<file path="config.mk">
export PLATFORM = sky130hd
export DESIGN_NAME = hwt_seq_trigger
export DESIGN_NICKNAME = d
export VERILOG_FILES = /design/src/rtl/hwt_pkg.sv /design/src/rtl/hwt_hit_vec.sv /design/src/rtl/hwt_seq_trigger.sv
export SDC_FILE = /design/constraint.sdc
export NUM_CORES = 1
export LEC_CHECK = 0
export CAP_MARGIN = 20
export CORE_MARGIN = 2
export CORE_UTILIZATION = 42
export DETAILED_ROUTE_END_ITERATION = 8
export HOLD_SLACK_MARGIN = 0.06
export PLACE_DENSITY = 0.72
export SKIP_LAST_GASP = 1
export SYNTH_ARGS = -nofsm -noshare
export SYNTH_HDL_FRONTEND = slang
export SYNTH_SLANG_ARGS = --single-unit
</file>
<file path="constraint.sdc">
create_clock -name clk -period 2 [get_ports clk]
set_input_delay 0.4 -clock clk [delete_from_list [all_inputs] [get_ports clk]]
set_output_delay 0.4 -clock clk [all_outputs]
set_load 0.03 [all_outputs]
</file>
<file path="src/rtl/hwt_pkg.sv">
// Shared definitions for the hwt sequential trigger: FSM state encoding and
// default counter width.
package hwt_pkg;

  localparam int HWT_CNT_W_DEFAULT = 8;

  typedef enum logic [1:0] {
    ST_IDLE  = 2'b00,
    ST_ARMED = 2'b01,
    ST_COUNT = 2'b10,
    ST_FIRED = 2'b11
  } hwt_state_e;

endpackage

</file>
<file path="src/rtl/hwt_hit_vec.sv">
// Per-channel combinational hwt function, bit-identical to the legacy
// 4-input hwt cell replicated WIDTH times.
module hwt_hit_vec #(
  parameter int unsigned WIDTH = 4
) (
  input  logic [WIDTH-1:0] a,
  input  logic [WIDTH-1:0] b,
  input  logic [WIDTH-1:0] c,
  input  logic [WIDTH-1:0] d,
  output logic [WIDTH-1:0] hit
);

  assign hit = d & (c ^ (a & b));

endmodule

</file>
<file path="src/rtl/hwt_seq_trigger.sv">
// Registered multi-channel hwt hit vector feeding an armed, count-qualified
// trigger FSM.
//
//   state | meaning
//   IDLE  | waiting for arm; all other inputs ignored
//   ARMED | threshold captured, waiting for first match (thr_q==0 parks here)
//   COUNT | counting match cycles toward thr_q
//   FIRED | threshold reached; fire asserted
module hwt_seq_trigger
  import hwt_pkg::*;
#(
  parameter int unsigned WIDTH       = 4,
  parameter int unsigned CNT_W       = HWT_CNT_W_DEFAULT,
  parameter bit          MATCH_ALL   = 1'b0,
  parameter bit          CONSECUTIVE = 1'b1,
  parameter bit          STICKY      = 1'b1
) (
  input  logic             clk,
  input  logic             rst,
  input  logic             en,
  input  logic             arm,
  input  logic             clear,
  input  logic [CNT_W-1:0] thresh,
  input  logic [WIDTH-1:0] a,
  input  logic [WIDTH-1:0] b,
  input  logic [WIDTH-1:0] c,
  input  logic [WIDTH-1:0] d,
  output logic [WIDTH-1:0] hit_q,
  output logic             y,
  output logic             fire,
  output logic [1:0]       state,
  output logic [CNT_W-1:0] count
);

  logic [WIDTH-1:0] hit_comb;
  logic             match;
  hwt_state_e       state_q, state_n;
  logic [CNT_W-1:0] count_n, thr_q, thr_n, count_inc;
  logic             fire_n;

  hwt_hit_vec #(.WIDTH(WIDTH)) u_hit_vec (
    .a   (a),
    .b   (b),
    .c   (c),
    .d   (d),
    .hit (hit_comb)
  );

  always_ff @(posedge clk or posedge rst) begin
    if (rst) begin
      hit_q <= '0;
      y     <= 1'b0;
    end else begin
      hit_q <= en ? hit_comb : '0;
      y     <= en ? (|hit_comb) : 1'b0;
    end
  end

  assign match     = MATCH_ALL ? (&hit_q) : (|hit_q);
  assign count_inc = count + CNT_W'(1);

  always_comb begin
    state_n = state_q;
    count_n = count;
    thr_n   = thr_q;
    fire_n  = fire;
    if (clear) begin
      state_n = ST_IDLE;
      count_n = '0;
      fire_n  = 1'b0;
    end else begin
      unique case (state_q)
        ST_IDLE: begin
          if (arm) begin
            state_n = ST_ARMED;
            thr_n   = thresh;
            count_n = '0;
            fire_n  = 1'b0;
          end
        end
        ST_ARMED: begin
          if (match && thr_q != '0) begin
            count_n = CNT_W'(1);
            if (thr_q == CNT_W'(1)) begin
              state_n = ST_FIRED;
              fire_n  = 1'b1;
            end else begin
              state_n = ST_COUNT;
            end
          end
        end
        ST_COUNT: begin
          if (match) begin
            count_n = count_inc;
            if (count_inc == thr_q) begin
              state_n = ST_FIRED;
              fire_n  = 1'b1;
            end
          end else if (CONSECUTIVE) begin
            state_n = ST_ARMED;
            count_n = '0;
          end
        end
        ST_FIRED: begin
          fire_n = 1'b1;
          // Non-sticky: single-cycle pulse, then re-arm with the same threshold.
          if (!STICKY) begin
            state_n = ST_ARMED;
            count_n = '0;
            fire_n  = 1'b0;
          end
        end
        default: begin
          state_n = ST_IDLE;
          count_n = '0;
          fire_n  = 1'b0;
        end
      endcase
    end
  end

  always_ff @(posedge clk or posedge rst) begin
    if (rst) begin
      state_q <= ST_IDLE;
      count   <= '0;
      thr_q   <= '0;
      fire    <= 1'b0;
    end else begin
      state_q <= state_n;
      count   <= count_n;
      thr_q   <= thr_n;
      fire    <= fire_n;
    end
  end

  assign state = state_q;

endmodule

</file>
==> run_results.csv <==
group,metric,value,unit
power_and_ir_drop,power.switching,0.000855,W
final_layout,final_common_cell,"clkdlybuf4s50_1",
setup_path,path_class,"reg2reg",
sta,setup_viol,1,
sta,fin_crit,2.02,ns
setup_path,crit_path_end_kind,"register",
yosys,syn_avg_cell_area,9.62,µm²
yosys,ys_ff_latch,24,
route,firstDrtPassIters,4,
clock_tree,h-tree-depth,1,
setup_path,crit_path_start,"count[1]",
outcome,outcome,"finished with violations",
route,ant_nets,0,
grt,antenna_found_initial,0,
place,dp_slack,0.00873,ns
power_and_ir_drop,p_comb_share,54.2,%
grt,grt_usage,19.4,%
route,via_count,1468,
sta,slew_viol_final,0,
final_layout,antenna_cells,0,
yosys,ys.flop_type,"dfrtp_1",
floorplanning,die_h,64.3,µm
floorplanning,rows,21,
setup_path,cp.arrival,2.24,ns
sta,fin_ws,-0.0178,ns
flow_run,max_cap_violations,0,
yosys,netlist.area_leader.share,39.3,%
yosys,yosysSeqAreaShare,39.3,%
sta,finalHoldViolations,0,
setup_path,path_max_fanout,7,
yosys,synthDistinctLibCells,44,
clock_tree,cts_tree,"done",
setup_path,r2r-start,"count[1]",
place,dp_hpwl,2860,µm
outcome,violations,"setup timing",
sta,holdWs,0.396,ns
sta,worst_pin_slew,0.388,ns
place,dpl_cell_area,0.00210,mm²
grt,overflow,0,
route,wirelength,3900,µm
floorplanning,die-area,0.00414,mm²
route,vias_per_cell,5.52,
route,post_drt_wl_per_cell,14.6,µm
sta,fin_setup_tns,-0.0178,ns
clock_tree,cts_buffers,3,
yosys,muxShareOfSynthArea,7.53,%
sta,max_slew_margin,73.9,%
final_layout,synthToLayoutAreaGrowth,49.7,%
yosys,yosysWarnings,0,
setup_path,crit_path_start_kind,"register",
place,place_congestion,0.847,
yosys,synthTopCellsByArea,"dfrtp_1 39%, mux2_2 5.9%, xnor2_1 4.0%",
yosys,synth_enable_flop_cells,0,
sta,rsz0062_at_grt,"yes",
yosys,synth_xor_area_share,6.22,%
clock_tree,clock_sinks,24,
clock_tree,insertion_delay,0.32,ns
final_layout,final_nets,254,
final_layout,drive_gt1_share,27.3,%
power_and_ir_drop,clock_power_share,12.2,%
route,drc,0,
clock_tree,clk_pin_slew,0.13,ns
floorplanning,core,0.00342,mm²
clock_tree,hold_buffers,0,
grt,grt_pass1_vias,1459,
floorplanning,die-width,64.3,µm
min_path,hp-class,"in2async",
yosys,yosys.area_share.simple,21.8,%
final_layout,most-common-layout-cells,"41 x clkdlybuf4s50_1, 19 x dfrtp_1, 19 x buf_4",
floorplanning,start_util,44.8,%
yosys,async_flop_share,100,%
yosys,synth_compound_area_share,17.7,%
grt,grt_pass1_wl,6380,µm
clock_tree,clock_path_buffers,2,
final_layout,fill_cells,291,
final_layout,fin_area,0.00229,mm²
floorplanning,ios,45,
sta,fmax,0.496,GHz
power_and_ir_drop,internal-power,0.00132,W
power_and_ir_drop,swShare,39.3,%
yosys,syn_inst,159,
yosys,synth.cell_area,0.00153,mm²
sta,finalClockSkew,0.00298,ns
power_and_ir_drop,power_leakage,0.969,nW
yosys,yosys.area.top_type,"dfrtp_1",
sta,fin_crit_sh,101,%
yosys,synth_top_family_by_area,"simple AND/OR/NAND/NOR gates",
place,port_buffers,44,
power_and_ir_drop,p_per_area,950,mW/mm²
power_and_ir_drop,vdd_drop_max,0.582,mV
yosys,synth_nets,192,
route,drt_iter0_drc,80,
setup_path,cp.required,2.22,ns
power_and_ir_drop,power_frac_seq,33.6,%
grt,grt_max_degree,25,
yosys,synthAdderAreaFrac,3.27,%
clock_tree,clockRootBuffer,"clkbuf_4",
[sequential cells by signal (all words and copies together), names as in the netlist]
name,count
hit_q,4
thr_q,8
count,8
y,1
fire,1
state,2
[worst max-delay path, cell delays in order (launching register included)]
cell and delay (ns):
dfrtp_2 0.44, ha_4 0.19, nand4_1 0.11, o21ai_0 0.35, a21oi_4 0.11, a221oi_4 0.30, o211ai_4 0.11, mux2_4 0.30
[cell type report]
class / instances / area, µm² / share of cell area (%)
clock buffers: 4 / 36.3 / 1.59
flip-flops and latches: 24 / 607 / 26.5
multi-input cells: 123 / 978 / 42.8
well taps: 46 / 57.6 / 2.52
repair buffers: 63 / 587 / 25.6
inverters: 6 / 22.5 / 0.984
[synthesized netlist by cell type, types with 2 or more instances]
| master | instances |
|---|---|
| o31ai_1 | 5 |
| or3_1 | 3 |
| and3_1 | 3 |
| ha_1 | 4 |
| nor2_1 | 10 |
| nor2b_1 | 3 |
| a211oi_1 | 2 |
| nor3_1 | 3 |
| a21oi_1 | 8 |
| mux2_2 | 8 |
| a21o_1 | 2 |
| nand3b_1 | 2 |
| and4_1 | 2 |
| buf_4 | 5 |
| nand3_1 | 8 |
| nand4_1 | 2 |
| nor3_2 | 2 |
| dfrtp_1 | 24 |
| a31oi_1 | 2 |
| inv_1 | 6 |
| xnor2_1 | 7 |
| xor2_1 | 2 |
| o21ai_1 | 8 |
| nand2_1 | 12 |
| o21ai_0 | 7 |
[per-stage QoR]
step	power (W)	instances	util [%]
2_1_floorplan	0.00139	159	-
3_3_place_gp	0.00175	255	61.4
3_5_place_dp	0.00178	255	61.4
4_1_cts	0.00205	263	63.4
5_1_grt	0.00233	266	67.0
6_report	0.00218	266	67.0
[final timing paths]
kind	end	slack, ns	depth (start not counted)
worst min register to register	thr_q[4]	0.58	1
max in group asynchronous	count[5]	1.35	3
min in group clk	thr_q[4]	0.58	1
worst max register to register	state[0]	-0.02	7
worst max-delay path	state[0]	-0.02	7
worst min-delay path	thr_q[1]	0.40	3
[cells by family after synthesis]
logic type / Yosys count
xor+xnor: 10
simple gates: 58
compound gates: 41
fa+ha+maj: 4
flops: 24
buf+inv: 12
mux: 10
[power by group through the flow]
stage	combinational, W	sequential (W)	clock [W]
2_1_floorplan	0.000598	0.000796	0
3_3_place_gp	0.00102	0.000722	0
6_report	0.00118	0.000731	0.000264
3_5_place_dp	0.00104	0.000732	0
4_1_cts	0.00106	0.000719	0.000273
5_1_grt	0.00129	0.000749	0.000298
[repair_timing]
item                                    in CTS  in global routing
resized for setup                            2                 22
endpoints found under the setup margin       2                  6
pin swaps                                    1                 12
setup buffers                                4                  4
[layer usage]
metal	up-vias	routed length [µm]	GRT usage (%)
li1	712	-	-
met3	4	234	2.46
met2	60	2020	33.7
met5	-	0	0
met4	0	33	4.52
met1	692	1610	25.5
Power figures use the tool's default switching activity.
==> edit, RTL diff (config.mk and constraints unchanged) <==
The parameter `STICKY` goes from 1'b1 to 1'b0.
--- a/src/rtl/hwt_seq_trigger.sv
+++ b/src/rtl/hwt_seq_trigger.sv
@@ -13,7 +13,7 @@
   parameter int unsigned CNT_W       = HWT_CNT_W_DEFAULT,
   parameter bit          MATCH_ALL   = 1'b0,
   parameter bit          CONSECUTIVE = 1'b1,
-  parameter bit          STICKY      = 1'b1
+  parameter bit          STICKY      = 1'b0
 ) (
   input  logic             clk,
   input  logic             rst,
Behaviour: not the same (Yosys sat finds a counterexample within 4 cycles, from zero or initial values and one cycle with rst high).
==> edit against the unedited design <==
  * Routed wire length fell by 3.0%
  * Setup slack got worse by 0.062 ns
  * Via count fell by 1.2%
  * Synthesized area rose by 0.90%
  * Critical path type unchanged
  * Power fell by 0.43%
  * Design area fell by 0.60%
  * Die area rose by 0.84%
  * The run still ends with negative setup slack left
  * Sequential cell count did not move
  * Fmax fell by 3.0%
==> edit: results (changes against the unedited design) <==
** Placed design
- The pre-CTS worst setup slack was -0.152 ns (-0.161 ns).
- The sum of net half-perimeters after detailed placement was 2960 um (+3.3%).
- Post-place instance area :: 2210 sq um (+5.5%)
- The final weighted congestion in routability-driven placement came to 0.909 (+7.3%).
- The number of placed instances with taps included is 268 (+5.1%).

** Timing
- The final count of negative-setup-slack endpoints is 2 (+1).
- Measured slew at the worst slew-check pin :: 0.396 ns (+0.00807 ns)
- Post-layout worst setup margin :: -0.0799 ns (-0.0621 ns)
- Clock tree skew after final layout :: 0.00513 ns (+0.00215 ns)
- The final sum of negative setup slack was -0.0920 ns (-0.0743 ns).

** Outcome
- The flow ran to the end, but the final reports show violations.
- Violated checks :: negative setup slack

** Global routing
- Overall routing resource usage :: 0.202 (+0.00856)
- Global-route wire length before repair :: 6690 um (+5.0%)
- The via count of the first global-routing pass came to 1500 (+2.8%).
- The pin count of the biggest net entering global routing came to 17 (-32%).

** Hold path
- The worst hold path belongs to the class input port to async pin.

** Yosys
- The proportion of synthesized chip area in sequential cells is 0.389 (-0.00350).
- Dominant cells by area after synthesis :: sky130_fd_sc_hd__dfrtp_1 (39%), sky130_fd_sc_hd__mux2_2 (5.8%), sky130_fd_sc_hd__xnor2_1 (5.1%)
- The mean instance size in the synthesized netlist came to 9.76 sq um (+1.5%).
- Top post-synthesis cells by count :: sky130_fd_sc_hd__dfrtp_1 (24), sky130_fd_sc_hd__nand2_1 (15), sky130_fd_sc_hd__nor2_1 (11), sky130_fd_sc_hd__o21ai_0 (9), sky130_fd_sc_hd__xnor2_1 (9)
- Post-Syn Nets :: 191 (-0.52%)
- The fraction of synthesis flops using an asynchronous set or reset pin was 1.00 (unchanged).
- Number of distinct library cells after synthesis :: 49 (+11%)

** Detailed routing
- Violation count after the first detailed-routing iteration :: 51 (-36%)
- Detail-routed via count per cell :: 5.33 (-3.3%)
- WL per Instance :: 13.9 um (-5.1%)
- Final wirelength :: 3780 um (-3.0%)

** Clock network
- The clock-pin slew reported for the worst setup and hold paths after clock tree synthesis is 0.08 ns (-0.05 ns).
- The clock network latency to the later pin of the worst-skew pair came to 0.27 ns (-0.05 ns).
- The tree is rooted in a sky130_fd_sc_hd__clkbuf_8.
- The number of buffers on the longest clock path was 2 (unchanged).
- Clock buffers created by TritonCTS :: 3 (unchanged)

** Finish
- Share of final-layout standard cells stronger than drive strength 1 :: 0.223 (-0.0495)
- The net total in the final layout was 258 (+1.6%).
- The final-layout fill cell count came to 298 (+2.4%).

** Setup path
- Endpoint of the worst register-to-register path :: state[0]$_DFFE_PP0P_
- The count of cells along the worst register-to-register path came to 7 (unchanged).
- Critical Path Fanout Max :: 6 (-1)
- Arrival time of the worst setup path :: ~2.2 ns

** Power and ir drop
- IR drop worst, VDD :: 446 uV (-23%)
- The static power due to leakage is 1.01 nW (+3.8%).
-- edit: how the worst max path moves through the flow --
stage,cells past startpoint,slack [ns],end,from
2_1_floorplan,7,-0.03,state[0]$_DFFE_PP0P_,count[0]$_DFFE_PP0P_
3_3_place_gp,6,-0.04,count[5]$_DFFE_PP0P_,arm
3_5_place_dp,6,-0.15,count[5]$_DFFE_PP0P_,arm
4_1_cts,7,-0.07,state[0]$_DFFE_PP0P_,count[1]$_DFFE_PP0P_
5_1_grt,7,-0.14,state[0]$_DFFE_PP0P_,count[1]$_DFFE_PP0P_
6_report,7,-0.08,state[0]$_DFFE_PP0P_,count[1]$_DFFE_PP0P_
-- edit: power by group --
| group | internal [mW] | switching (mW) |
|---|---|---|
| registers | 0.606 | 0.105 |
| logic | 0.591 | 0.531 |
| clock network | 0.176 | 0.157 |
-- edit: through the flow --
| step | hold slack, ns | utilization |
|---|---|---|
| 2_1_floorplan | 0.414 | - |
| 3_3_place_gp | 0.530 | 0.613 |
| 3_5_place_dp | 0.542 | 0.613 |
| 4_1_cts | 0.415 | 0.629 |
| 5_1_grt | 0.432 | 0.631 |
| 6_report | 0.396 | 0.631 |
-- edit: per-layer routing --
layer / vias up / routed length [um] / GRT usage
li1: 696 / - / -
met1: 702 / 1550 / 0.235
met2: 49 / 1960 / 0.376
met3: 4 / 218 / 0.0330
met4: 0 / 46 / 0.0638
met5: - / 0 / 0
-- edit: kinds of logic after synthesis --
logic type / Yosys count / share of synthesized area
compound gates: 33 / 0.155
xor+xnor: 11 / 0.0625
fa+ha+maj: 4 / 0.0324
buf+inv: 12 / 0.0373
flops: 24 / 0.389
mux: 10 / 0.0746
simple gates: 64 / 0.249
-- edit: critical path, stage by stage (launching register included) --
cell,delay [ns]
sky130_fd_sc_hd__dfrtp_2,0.43
sky130_fd_sc_hd__ha_4,0.18
sky130_fd_sc_hd__nor2b_1,0.12
sky130_fd_sc_hd__or3_1,0.32
sky130_fd_sc_hd__a31oi_1,0.18
sky130_fd_sc_hd__o2111ai_2,0.20
sky130_fd_sc_hd__a21oi_2,0.22
sky130_fd_sc_hd__mux2_4,0.31
-- edit: area by class of cell --
type,count,area share
multi-input cells,122,0.394
clock buffers,4,0.0242
inverters,7,0.0116
repair buffers,67,0.278
flip-flops and latches,24,0.265
well taps,48,0.0264
-- edit: what timing repair did --
action,CTS,global route
setup buffers,0,0
pin swaps,0,3
setup endpoints to repair,2,13
hold endpoints to repair,0,0
resized for setup,0,3
